--- config.mk ---
export PLATFORM = sky130hd
export DESIGN_NAME = instr_loader
export DESIGN_NICKNAME = d
export VERILOG_FILES = /design/src/rtl/instr_loader_pkg.sv /design/src/rtl/instr_fifo.sv /design/src/rtl/instr_loader.sv
export SDC_FILE = /design/constraint.sdc
export NUM_CORES = 1
export LEC_CHECK = 0
export CAP_MARGIN = 20
export CORE_MARGIN = 3
export CORE_UTILIZATION = 40
export DETAILED_ROUTE_END_ITERATION = 6
export DONT_BUFFER_PORTS = 1
export SYNTH_ARGS = -nofsm -noshare
export SYNTH_HDL_FRONTEND = slang
export SYNTH_SLANG_ARGS = --single-unit
export TNS_END_PERCENT = 50
--- constraint.sdc ---
create_clock -name clk -period 4.14 [get_ports clk]
set_input_delay 0.207 -clock clk [delete_from_list [all_inputs] [get_ports clk]]
set_output_delay 0.207 -clock clk [all_outputs]
set_load 0.01 [all_outputs]
--- src/rtl/instr_loader_pkg.sv ---
// instr_loader_pkg: shared ISA definitions for the instruction loader and
// the control decoder.
//   - instruction word layout (type-code bit, field widths)
//   - rOp / iOp encodings
//   - loader FSM state type
//   - encode() builds a 9-bit word; iop_illegal() flags reserved iOps
package instr_loader_pkg;

  localparam int ADDR_W     = 10;  // instruction-memory address width
  localparam int WORD_W     = 9;   // encoded instruction width
  localparam int TYPE_BIT   = 8;   // 1 = I-type, 0 = R-type
  localparam int ROP_W      = 4;
  localparam int IOP_W      = 3;
  localparam int REG_W      = 4;   // R-type register index
  localparam int IMM_W      = 5;   // I-type immediate
  localparam int OP_IN_W    = 4;   // request op port width
  localparam int FIELD_IN_W = 5;   // request field port width

  typedef logic [ADDR_W-1:0] addr_t;
  typedef logic [WORD_W-1:0] word_t;

  typedef enum logic [ROP_W-1:0] {
    ROP_ADD = 4'd0,
    ROP_SUB = 4'd1,
    ROP_AND = 4'd2,
    ROP_OR  = 4'd3,
    ROP_XOR = 4'd4,
    ROP_SLL = 4'd5,
    ROP_SRL = 4'd6,
    ROP_SLT = 4'd7,
    ROP_LW  = 4'd8,
    ROP_SW  = 4'd9,
    ROP_BEQ = 4'd10,
    ROP_JR  = 4'd11
  } rop_e;

  typedef enum logic [IOP_W-1:0] {
    IOP_ADDI = 3'd0,
    IOP_ANDI = 3'd1,
    IOP_ORI  = 3'd2,
    IOP_LUI  = 3'd3,
    IOP_BEQZ = 3'd4,
    IOP_JMP  = 3'd5,
    IOP_RSV6 = 3'd6,   // reserved, illegal
    IOP_RSV7 = 3'd7    // reserved, illegal
  } iop_e;

  typedef enum logic [1:0] {
    ST_IDLE = 2'd0,
    ST_LOAD = 2'd1,
    ST_DONE = 2'd2
  } state_e;

  // R-type: {0, reg[3:0], rOp[3:0]}   I-type: {1, imm[4:0], iOp[2:0]}
  // Unused input bits (field[4] for R, op[3] for I) are dropped here.
  function automatic word_t encode(input logic                  itype,
                                   input logic [OP_IN_W-1:0]    op,
                                   input logic [FIELD_IN_W-1:0] field);
    word_t w;
    w           = '0;
    w[TYPE_BIT] = itype;
    if (itype) begin
      w[TYPE_BIT-1 -: IMM_W] = field[IMM_W-1:0];
      w[IOP_W-1:0]           = op[IOP_W-1:0];
    end else begin
      w[TYPE_BIT-1 -: REG_W] = field[REG_W-1:0];
      w[ROP_W-1:0]           = op[ROP_W-1:0];
    end
    return w;
  endfunction

  function automatic logic iop_illegal(input logic [IOP_W-1:0] iop);
    return (iop == IOP_RSV6) || (iop == IOP_RSV7);
  endfunction

endpackage

--- src/rtl/instr_fifo.sv ---
// instr_fifo: 2-entry FIFO holding encoded words between request accept
// and instruction-memory write.
//   clk, rst_n : clock, async active-low reset (empties the FIFO)
//   push/wdata : write side; push is ignored when full
//   pop        : read side; pop is ignored when empty
//   rdata      : current head (valid when !empty)
//   empty/full : occupancy flags
module instr_fifo
  import instr_loader_pkg::*;
#(
  parameter int WIDTH = WORD_W
) (
  input  logic             clk,
  input  logic             rst_n,
  input  logic             push,
  input  logic [WIDTH-1:0] wdata,
  input  logic             pop,
  output logic [WIDTH-1:0] rdata,
  output logic             empty,
  output logic             full
);

  logic [WIDTH-1:0] mem_q [2];
  logic [WIDTH-1:0] mem_d [2];
  logic             wr_ptr_q, wr_ptr_d;
  logic             rd_ptr_q, rd_ptr_d;
  logic [1:0]       cnt_q, cnt_d;
  logic             do_push, do_pop;

  assign empty = (cnt_q == 2'd0);
  assign full  = (cnt_q == 2'd2);
  assign rdata = mem_q[rd_ptr_q];

  assign do_push = push && !full;
  assign do_pop  = pop && !empty;

  always_comb begin
    mem_d    = mem_q;
    wr_ptr_d = wr_ptr_q;
    rd_ptr_d = rd_ptr_q;
    cnt_d    = cnt_q;
    if (do_push) begin
      mem_d[wr_ptr_q] = wdata;
      wr_ptr_d        = ~wr_ptr_q;
    end
    if (do_pop) begin
      rd_ptr_d = ~rd_ptr_q;
    end
    // push+pop together leaves occupancy unchanged
    case ({do_push, do_pop})
      2'b10:   cnt_d = cnt_q + 2'd1;
      2'b01:   cnt_d = cnt_q - 2'd1;
      default: cnt_d = cnt_q;
    endcase
  end

  always_ff @(posedge clk or negedge rst_n) begin
    if (!rst_n) begin
      mem_q[0] <= '0;
      mem_q[1] <= '0;
      wr_ptr_q <= 1'b0;
      rd_ptr_q <= 1'b0;
      cnt_q    <= 2'd0;
    end else begin
      mem_q    <= mem_d;
      wr_ptr_q <= wr_ptr_d;
      rd_ptr_q <= rd_ptr_d;
      cnt_q    <= cnt_d;
    end
  end

endmodule

--- src/rtl/instr_loader.sv ---
// instr_loader: accepts encode requests during a load session, encodes
// them into 9-bit instruction words and writes them to consecutive
// instruction-memory addresses starting at base_addr.
//   start/base_addr/length   : session launch (honoured only in IDLE)
//   req_valid/req_ready/...  : encode request handshake
//   im_we/im_ready/im_addr/im_wdata : instruction-memory write handshake
//   busy  : high while loading
//   done  : one-cycle pulse when the session completes
//   err_illegal : sticky, set by a reserved I-type iOp, cleared by start
module instr_loader
  import instr_loader_pkg::*;
(
  input  logic       clk,
  input  logic       rst_n,
  input  logic       start,
  input  logic [9:0] base_addr,
  input  logic [9:0] length,
  input  logic       req_valid,
  output logic       req_ready,
  input  logic       req_itype,
  input  logic [3:0] req_op,
  input  logic [4:0] req_field,
  output logic       im_we,
  input  logic       im_ready,
  output logic [9:0] im_addr,
  output logic [8:0] im_wdata,
  output logic       busy,
  output logic       done,
  output logic       err_illegal
);

  state_e state_q, state_d;
  addr_t  addr_q, addr_d;
  logic [ADDR_W-1:0] len_q, len_d;
  logic [ADDR_W-1:0] acc_cnt_q, acc_cnt_d;  // legal words accepted
  logic [ADDR_W-1:0] wr_cnt_q, wr_cnt_d;    // words written to memory
  logic   err_q, err_d;
  logic   busy_q, busy_d;
  logic   done_q, done_d;

  logic   in_load;
  logic   is_illegal;
  logic   req_xfer;
  logic   fifo_push, fifo_pop;
  logic   fifo_empty, fifo_full;
  word_t  fifo_head;
  word_t  enc_word;

  assign in_load    = (state_q == ST_LOAD);
  assign is_illegal = req_itype && iop_illegal(req_op[IOP_W-1:0]);
  assign enc_word   = encode(req_itype, req_op, req_field);

  // Accept only while room remains both in the FIFO and in the session.
  assign req_ready = in_load && !fifo_full && (acc_cnt_q < len_q);
  assign req_xfer  = req_valid && req_ready;

  // Illegal words are consumed but never reach the FIFO.
  assign fifo_push = req_xfer && !is_illegal;

  assign im_we    = in_load && !fifo_empty;
  assign fifo_pop = im_we && im_ready;
  assign im_addr  = addr_q;
  assign im_wdata = im_we ? fifo_head : '0;

  assign busy        = busy_q;
  assign done        = done_q;
  assign err_illegal = err_q;

  instr_fifo #(.WIDTH(WORD_W)) u_fifo (
    .clk   (clk),
    .rst_n (rst_n),
    .push  (fifo_push),
    .wdata (enc_word),
    .pop   (fifo_pop),
    .rdata (fifo_head),
    .empty (fifo_empty),
    .full  (fifo_full)
  );

  always_comb begin
    state_d   = state_q;
    addr_d    = addr_q;
    len_d     = len_q;
    acc_cnt_d = acc_cnt_q;
    wr_cnt_d  = wr_cnt_q;
    err_d     = err_q;
    case (state_q)
      ST_IDLE: begin
        if (start) begin
          addr_d    = base_addr;
          len_d     = length;
          acc_cnt_d = '0;
          wr_cnt_d  = '0;
          err_d     = 1'b0;
          state_d   = (length != '0) ? ST_LOAD : ST_DONE;
        end
      end
      ST_LOAD: begin
        if (req_xfer && is_illegal) err_d = 1'b1;
        if (fifo_push) acc_cnt_d = acc_cnt_q + 1'b1;
        if (fifo_pop) begin
          addr_d   = addr_q + 1'b1;  // natural wrap 1023 -> 0
          wr_cnt_d = wr_cnt_q + 1'b1;
          if (wr_cnt_q + 1'b1 == len_q) state_d = ST_DONE;
        end
      end
      ST_DONE: state_d = ST_IDLE;
      default: state_d = ST_IDLE;
    endcase
    // Registered decodes of the next state so busy/done are flop outputs.
    busy_d = (state_d == ST_LOAD);
    done_d = (state_d == ST_DONE);
  end

  always_ff @(posedge clk or negedge rst_n) begin
    if (!rst_n) begin
      state_q   <= ST_IDLE;
      addr_q    <= '0;
      len_q     <= '0;
      acc_cnt_q <= '0;
      wr_cnt_q  <= '0;
      err_q     <= 1'b0;
      busy_q    <= 1'b0;
      done_q    <= 1'b0;
    end else begin
      state_q   <= state_d;
      addr_q    <= addr_d;
      len_q     <= len_d;
      acc_cnt_q <= acc_cnt_d;
      wr_cnt_q  <= wr_cnt_d;
      err_q     <= err_d;
      busy_q    <= busy_d;
      done_q    <= done_d;
    end
  end

endmodule

==> results.md, run 1 <==
* Result of the run: finished, final reports clean
* Maximum number of pins on one net before global-route repair at 68
* CTS Buf Count at 9
* Final count of negative-setup-slack endpoints at 0
* Area enclosed by the die boundary at 10,600 sq um
* TritonCTS clock tree: done
* Clk sink count at 67
* Crit path capture: u_fifo.mem_q[16]
* Max rail drop VDD at 0.000334 V
* Antenna Violating Nets Remaining at 0
* Final wirelength at 8580 um
* Initial core utilization at 42.1%
* Most instantiated flip-flop cell in the synthesis netlist: dfrtp_1
* RSZ-0062 raised after global routing: false
* Synth Register Bits at 67
* H-tree depth at 3
* Launching element type of the critical path: flip-flop
* Comb power frac at 39.3%
* Crit-path max cell delay at 470 ps
* Clock network fraction of total power at 21.8%
* Worst setup timing slack at the placement stage at 1510 ps
* Seq pwr share at 38.9%
* Pwr dens at 727 nW/um^2
* Net count after synthesis at 443
* GRT Total Usage at 17.2%
* Avg WL per Cell at 16.6 um
* Number of cells upsized or downsized after cts at 0
* Total DRC errors in the routed layout at 0
* Chip Width at 103 um
* Core area at 8930 sq um
* Clk_skew at 10.7 ps
* Worst r2r src: len_q[9]
* Post-synthesis instance total at 395
* Vias per cell at 5.57
* Cell depth of the worst flop-to-flop path at 8
* Required time worst endpoint at 4370 ps
* Switching power at 1220 uW
* Hold Path Origin: length[8]
* Grt total ovfl at 0
* Worst max-slew margin expressed relative to the limit at 34.9%
* Distinct cell type count of the synthesized netlist at 50
* Final weighted congestion in routability-driven placement at 0.813
* Critical path's slowest cell: or2_1
* Total count of hold-check failures in the final report at 0
* Cell at the root of the clock tree: clkbuf_8
* Number of detailed-route iterations in the first pass at 4
* Sw Ratio at 39.8%
* Transition time at the pin with the least slew margin at 977 ps
* Number of placed I/O pins at 59
* Number of global-route vias before repair at 2,854
* Lkg Pwr at 0.00185 uW
* Pins over their slew limit at 0
* Top fanout value on the critical path at 11
* Post-CTS setup buffer count at 0
* Wire length of the first global-routing pass at 14,200 um
* CP cell instances: inv_1, ha_1, nand4_1, nor2_1, a2111oi_4, nand2_2, or2_1, mux2_4
* Hold Path Class: input pin to flip-flop
* Register-to-Register Setup Slack at 1500 ps
* P&R area growth vs syn at 12.2%
* Max-capacitance violation count at 0
* Count of flip-flops with a built-in enable after synthesis at 0
* Portion of the clock cycle consumed by the worst path in the final layout at 63.7%
* Initial antenna violation count at 0
* Diode count at 0
* Asr flop ratio synth at 100%
* Internal power consumption at 1850 uW
* Post-route minimum period at 2640 ps
* Count of nets after finishing at 451
* Half-perimeter wire length after detailed placement at 6080 um
* Critical register-to-register path endpoint: u_fifo.mem_q[16]
* Initial DRC Count at 115
* Maximum frequency from static timing analysis at 0.379 GHz
* Clock Tree Buf Depth at 2
* Netlist area before placement at 3760 sq um
* Number of buffers inserted by hold repair at cts at 13
* Critical path launch point: len_q[9]
* Worst Setup End Kind: flip-flop
* Via count at 2,876
* Sequential share of the synthesized area at 44.6%
* Crit Path Class: flip-flop to flip-flop
* Std-Cell Rows at 34
* Data arrival time at the worst-slack endpoint at 2870 ps
* Crit path setup slack, layout at 1500 ps
* Worst-Skew Late Latency at 340 ps
* I/O Buffers at 0
* Avg Inst Size Synth at 9.52 sq um
* Synthesis Warnings at 0
* Die H at 103 um
* Total Neg Setup Slack at 0 ps
* Clk pin slew, worst setup/hold paths at 80 ps
* Layout cells sized above 1 at 12.0%
## cell type report
class | instances | area [sq um]
Fill cell | 857 | 4710
Multi-Input combinational cell | 297 | 1950
Sequential cell | 67 | 1680
Timing Repair Buffer | 15 | 163
Tap cell | 108 | 135
Clock buffer | 10 | 128
Clock inverter | 6 | 114
Inverter | 13 | 48.8
## metal layers
| metal | share of wire [%] | global-route usage [%] | up-vias |
|---|---|---|---|
| li1 | - | - | 1416 |
| met1 | 45 | 22.8 | 1390 |
| met2 | 48 | 27.0 | 55 |
| met3 | 4.8 | 4.74 | 15 |
| met4 | 1.8 | 6.08 | 0 |
| met5 | 0 | 0 | - |
## metrics by stage
step                      hold WS [ps]  power (uW)  util, %  instances  area (sq um)
after detailed placement         -85.4        2390     42.9        487          3830
final                             6.12        3070     47.2        516          4220
after floorplan                  -88.6        2150        -        395          3760
after CTS                         1.23        3100     47.2        516          4220
after global placement           -85.4        2350     42.9        487          3830
after global routing              8.03        3320     47.2        516          4220
## critical path: cells and delay by family, from the launching register on
family	cells	cell delay, ps
multiplexers	1	380
flip-flops	1	380
adder cells (fa/ha/maj)	1	320
buffers and inverters	1	70
AND/OR/NAND/NOR	4	950
AO/OA/AOI/OAI	1	420
## state kept, by name, indices dropped and copies added, names as in the netlist, 2 cells and up
name	flops
state_q	2
im_addr	10
u_fifo.cnt_q	2
wr_cnt_q	10
u_fifo.mem_q	18
acc_cnt_q	10
len_q	10
## cell usage in the layout (no fill, tap or decap), types with 6 or more instances in the layout
master         count
nor2_1            35
xnor2_1           13
mux2_4             9
inv_1             13
ha_1              13
nor3_1             7
nand3_1           21
dlygate4sd3_1     12
clkbuf_8           9
a21oi_1           24
mux2i_1           11
mux2_2            14
nand4_1            6
o21ai_0           37
nand2_1           44
dfrtp_1           67
## cells in the mapped netlist (6+ instances only)
cell	n	area, sq um
nor3_1	7	35.0
nand4_1	6	37.5
ha_1	13	163
nor2_1	35	131
mux2_2	14	158
inv_1	13	48.8
mux2_4	9	135
xnor2_1	13	114
clkbuf_1	13	48.8
a21oi_1	24	120
mux2i_1	11	110
dfrtp_1	67	1680
nand3_1	21	105
nand2_1	44	165
o21ai_0	37	185
## how the worst min path moves through the flow
stage                            endpoint  slack [ps]  depth (start not counted)
after global placement       acc_cnt_q[8]         -90                          0
after detailed placement     acc_cnt_q[9]         -90                          0
final                            len_q[8]           6                          2
after global routing      u_fifo.mem_q[1]           8                          1
after floorplan              acc_cnt_q[0]         -90                          0
after CTS                        len_q[4]           1                          2
## cell families (layout without fill, tap and decap cells)
logic type,count (synthesis),after routing,synth area share (%)
simple gates,145,145,18.8
compound gates,88,88,14.2
flops,67,67,44.6
mux,34,34,10.7
buf+inv,31,44,3.46
xor+xnor,17,17,3.96
fa+ha+maj,13,13,4.32
## power by group through the flow
stage | combinational [uW] | sequential (uW) | clock (uW)
floorplan | 1040 | 1100 | 0
global placement | 1150 | 1200 | 0
detailed placement | 1190 | 1210 | 0
CTS | 1220 | 1200 | 684
global route | 1370 | 1240 | 712
finish | 1210 | 1190 | 668
(Power assumes the default switching activity.)
==> run 2: changes to the inputs <==
==> constraint.sdc (replaced) <==
create_clock -name clk -period 2.5 [get_ports clk]
set_input_delay 0.125 -clock clk [delete_from_list [all_inputs] [get_ports clk]]
set_output_delay 0.125 -clock clk [all_outputs]
set_load 0.01 [all_outputs]
==> run 2 against run 1 <==
Cell count increased by 4.7%. Global-route usage increased by 0.15 points. Power increased by 72%. Critical endpoint is now u_fifo.mem_q[9]. Largest cell class unchanged.
==> results.md, run 2 (same netlist as run 1, synthesis figures left out) <==
* Largest register FFs at 18
* Area enclosed by the die boundary at 10,600 sq um
* Worst max-slew margin expressed relative to the limit at 48.3%
* Clk sink count at 67
* Pins over their slew limit at 0
* TritonCTS clock tree: done
* Total Neg Setup Slack at 0 ps
* Count of nets after finishing at 475
* Cell at the root of the clock tree: clkbuf_8
* Data arrival time at the worst-slack endpoint at 2590 ps
* H-tree depth at 3
* Grt total ovfl at 0
* Max-capacitance violation count at 0
* Post-route minimum period at 2360 ps
* Lkg Pwr at 0.00198 uW
* Required time worst endpoint at 2720 ps
* FF/Latch Area at 1680 sq um
* Diode count at 0
* RSZ-0062 raised after global routing: false
* Clk pin slew, worst setup/hold paths at 80 ps
* Number of detailed-route iterations in the first pass at 5
* Half-perimeter wire length after detailed placement at 6190 um
* Power Total at 5270 uW
* Commonest cells after routing, fill and taps aside: dfrtp_1 (67), nand2_1 (44), o21ai_0 (37)
* Layout cells sized above 1 at 16.7%
* Clock network fraction of total power at 19.5%
* Critical path depth at 8
* Clock Tree Buf Depth at 2
* Final weighted congestion in routability-driven placement at 0.807
* Cell family with the largest share of critical-path delay: simple AND/OR/NAND/NOR gates
* Initial core utilization at 42.1%
* Avg WL per Cell at 16.2 um
* Chip Width at 103 um
* Final wirelength at 8760 um
* Vias per cell at 5.49
* Final std cell area, no fill at 4430 sq um
* Most common cell after layout, fill and taps aside: dfrtp_1
* Wire length of the first global-routing pass at 14,300 um
* Top fanout value on the critical path at 10
* Crit-path max cell delay at 440 ps
* GRT Total Usage at 17.3%
* Seq pwr share at 37.5%
* Portion of the clock cycle consumed by the worst path in the final layout at 94.6%
* Pwr dens at 1190 nW/um^2
* Tightest hold margin at 11.0 ps
* P&R area growth vs syn at 17.8%
* Initial antenna violation count at 0
* Via count at 2,962
* Filler instances at 825
* Comb power frac at 43.0%
* Max rail drop VDD at 0.000691 V
* Hold Path Class: input pin to flip-flop
* Switching power at 2070 uW
* Number of global-route vias before repair at 2,917
* Buf/Inv on CP at 1
* Die H at 103 um
* Crit path capture: u_fifo.mem_q[9]
* Total DRC errors in the routed layout at 0
* Critical path launch point: len_q[8]
* Initial DRC Count at 115
* CTS Buf Count at 9
* Crit Path Class: flip-flop to flip-flop
* Worst Setup End Kind: flip-flop
* Maximum frequency from static timing analysis at 0.423 GHz
* Register ranked first by flip-flop count: u_fifo.mem_q
* Worst-Skew Late Latency at 350 ps
* Clk_skew at 15.1 ps
* Multi-input logic area at 1980 sq um
* Result of the run: finished, final reports clean
* Worst r2r src: len_q[8]
* I/O Buffers at 0
* Number of placed I/O pins at 59
* Register-to-Register Setup Slack at 140 ps
* Total count of hold-check failures in the final report at 0
* Core area at 8930 sq um
* Critical path's slowest cell: or2_2
* Final core area utilization at 49.6%
* Std-Cell Rows at 34
* Cell depth of the worst flop-to-flop path at 8
* Sw Ratio at 39.3%
* Transition time at the pin with the least slew margin at 771 ps
* Post-DP Area at 3940 sq um
* Antenna Violating Nets Remaining at 0
* CP cell instances: inv_1, ha_1, nand4_1, nor2_1, a2111oi_4, nand2_2, or2_2, mux2_4
* Launching element type of the critical path: flip-flop
* Internal power consumption at 3200 uW
* Maximum number of pins on one net before global-route repair at 68
* Critical register-to-register path endpoint: u_fifo.mem_q[9]
* Final count of negative-setup-slack endpoints at 0
==> run 2: changes by cell type in the layout (fill, tap and decap cells not counted), sizes merged <==
cell / before / now
clkinv: 1 / 3
bufinv: 3 / 2
buf: 3 / 18
dlygate4sd3: 12 / 21
clkinvlp: 2 / 0
inv: 13 / 14
==> run 2: timing repair <==
action,CTS,global route
resized for setup,0,7
endpoints found under the hold margin,91,0
setup endpoints to repair,0,10
hold buffers,22,0
setup buffers,0,0
==> run 2: final cells by class <==
| type | count | area share (%) |
|---|---|---|
| Clock buffer | 10 | 3.11 |
| Clock inverter | 6 | 1.98 |
| Inverter | 13 | 1.10 |
| Multi-Input combinational cell | 297 | 44.7 |
| Sequential cell | 67 | 37.8 |
| Tap cell | 108 | 3.05 |
| Timing Repair Buffer | 39 | 8.24 |
==> run 2: worst register-to-register path, stage by stage, from the launching register on <==
cell and delay [ps]:
dfrtp_1 390, inv_1 70, ha_1 310, nand4_1 150, nor2_1 100, a2111oi_4 340
nand2_2 90, or2_2 440, mux2_4 350
==> run 2: power by group through the flow <==
stage               clock [uW]  combinational, uW  sequential (uW)
floorplan                    0               1730             1830
global route              1100               2560             2050
detailed placement           0               2190             2000
CTS                       1060               2260             1980
finish                    1030               2260             1980
global placement             0               2130             1980
==> run 2: metal layers <==
layer	GRT usage, %	wire, um	up-vias
met1	22.1	3890	1398
met5	0	0	-
li1	-	-	1465
met4	5.68	204	0
met2	27.7	4200	80
met3	5.95	470	19
==> run 2: through the flow <==
stage / setup WS [ps] / cells
2_1_floorplan: 332 / 395
3_3_place_gp: 176 / 502
3_5_place_dp: 75.8 / 502
4_1_cts: 47.7 / 540
5_1_grt: 24.6 / 540
6_report: 136 / 540
==> run 2: worst min-delay path by stage <==
stage / depth (start not counted) / slack (ps) / from / to
floorplan: 0 / -170 / rst_n / acc_cnt_q[0]
global placement: 0 / -170 / rst_n / acc_cnt_q[7]
detailed placement: 0 / -170 / rst_n / acc_cnt_q[8]
CTS: 2 / 3 / base_addr[7] / im_addr[7]
global route: 2 / 8 / base_addr[9] / im_addr[9]
finish: 2 / 10 / base_addr[9] / im_addr[9]
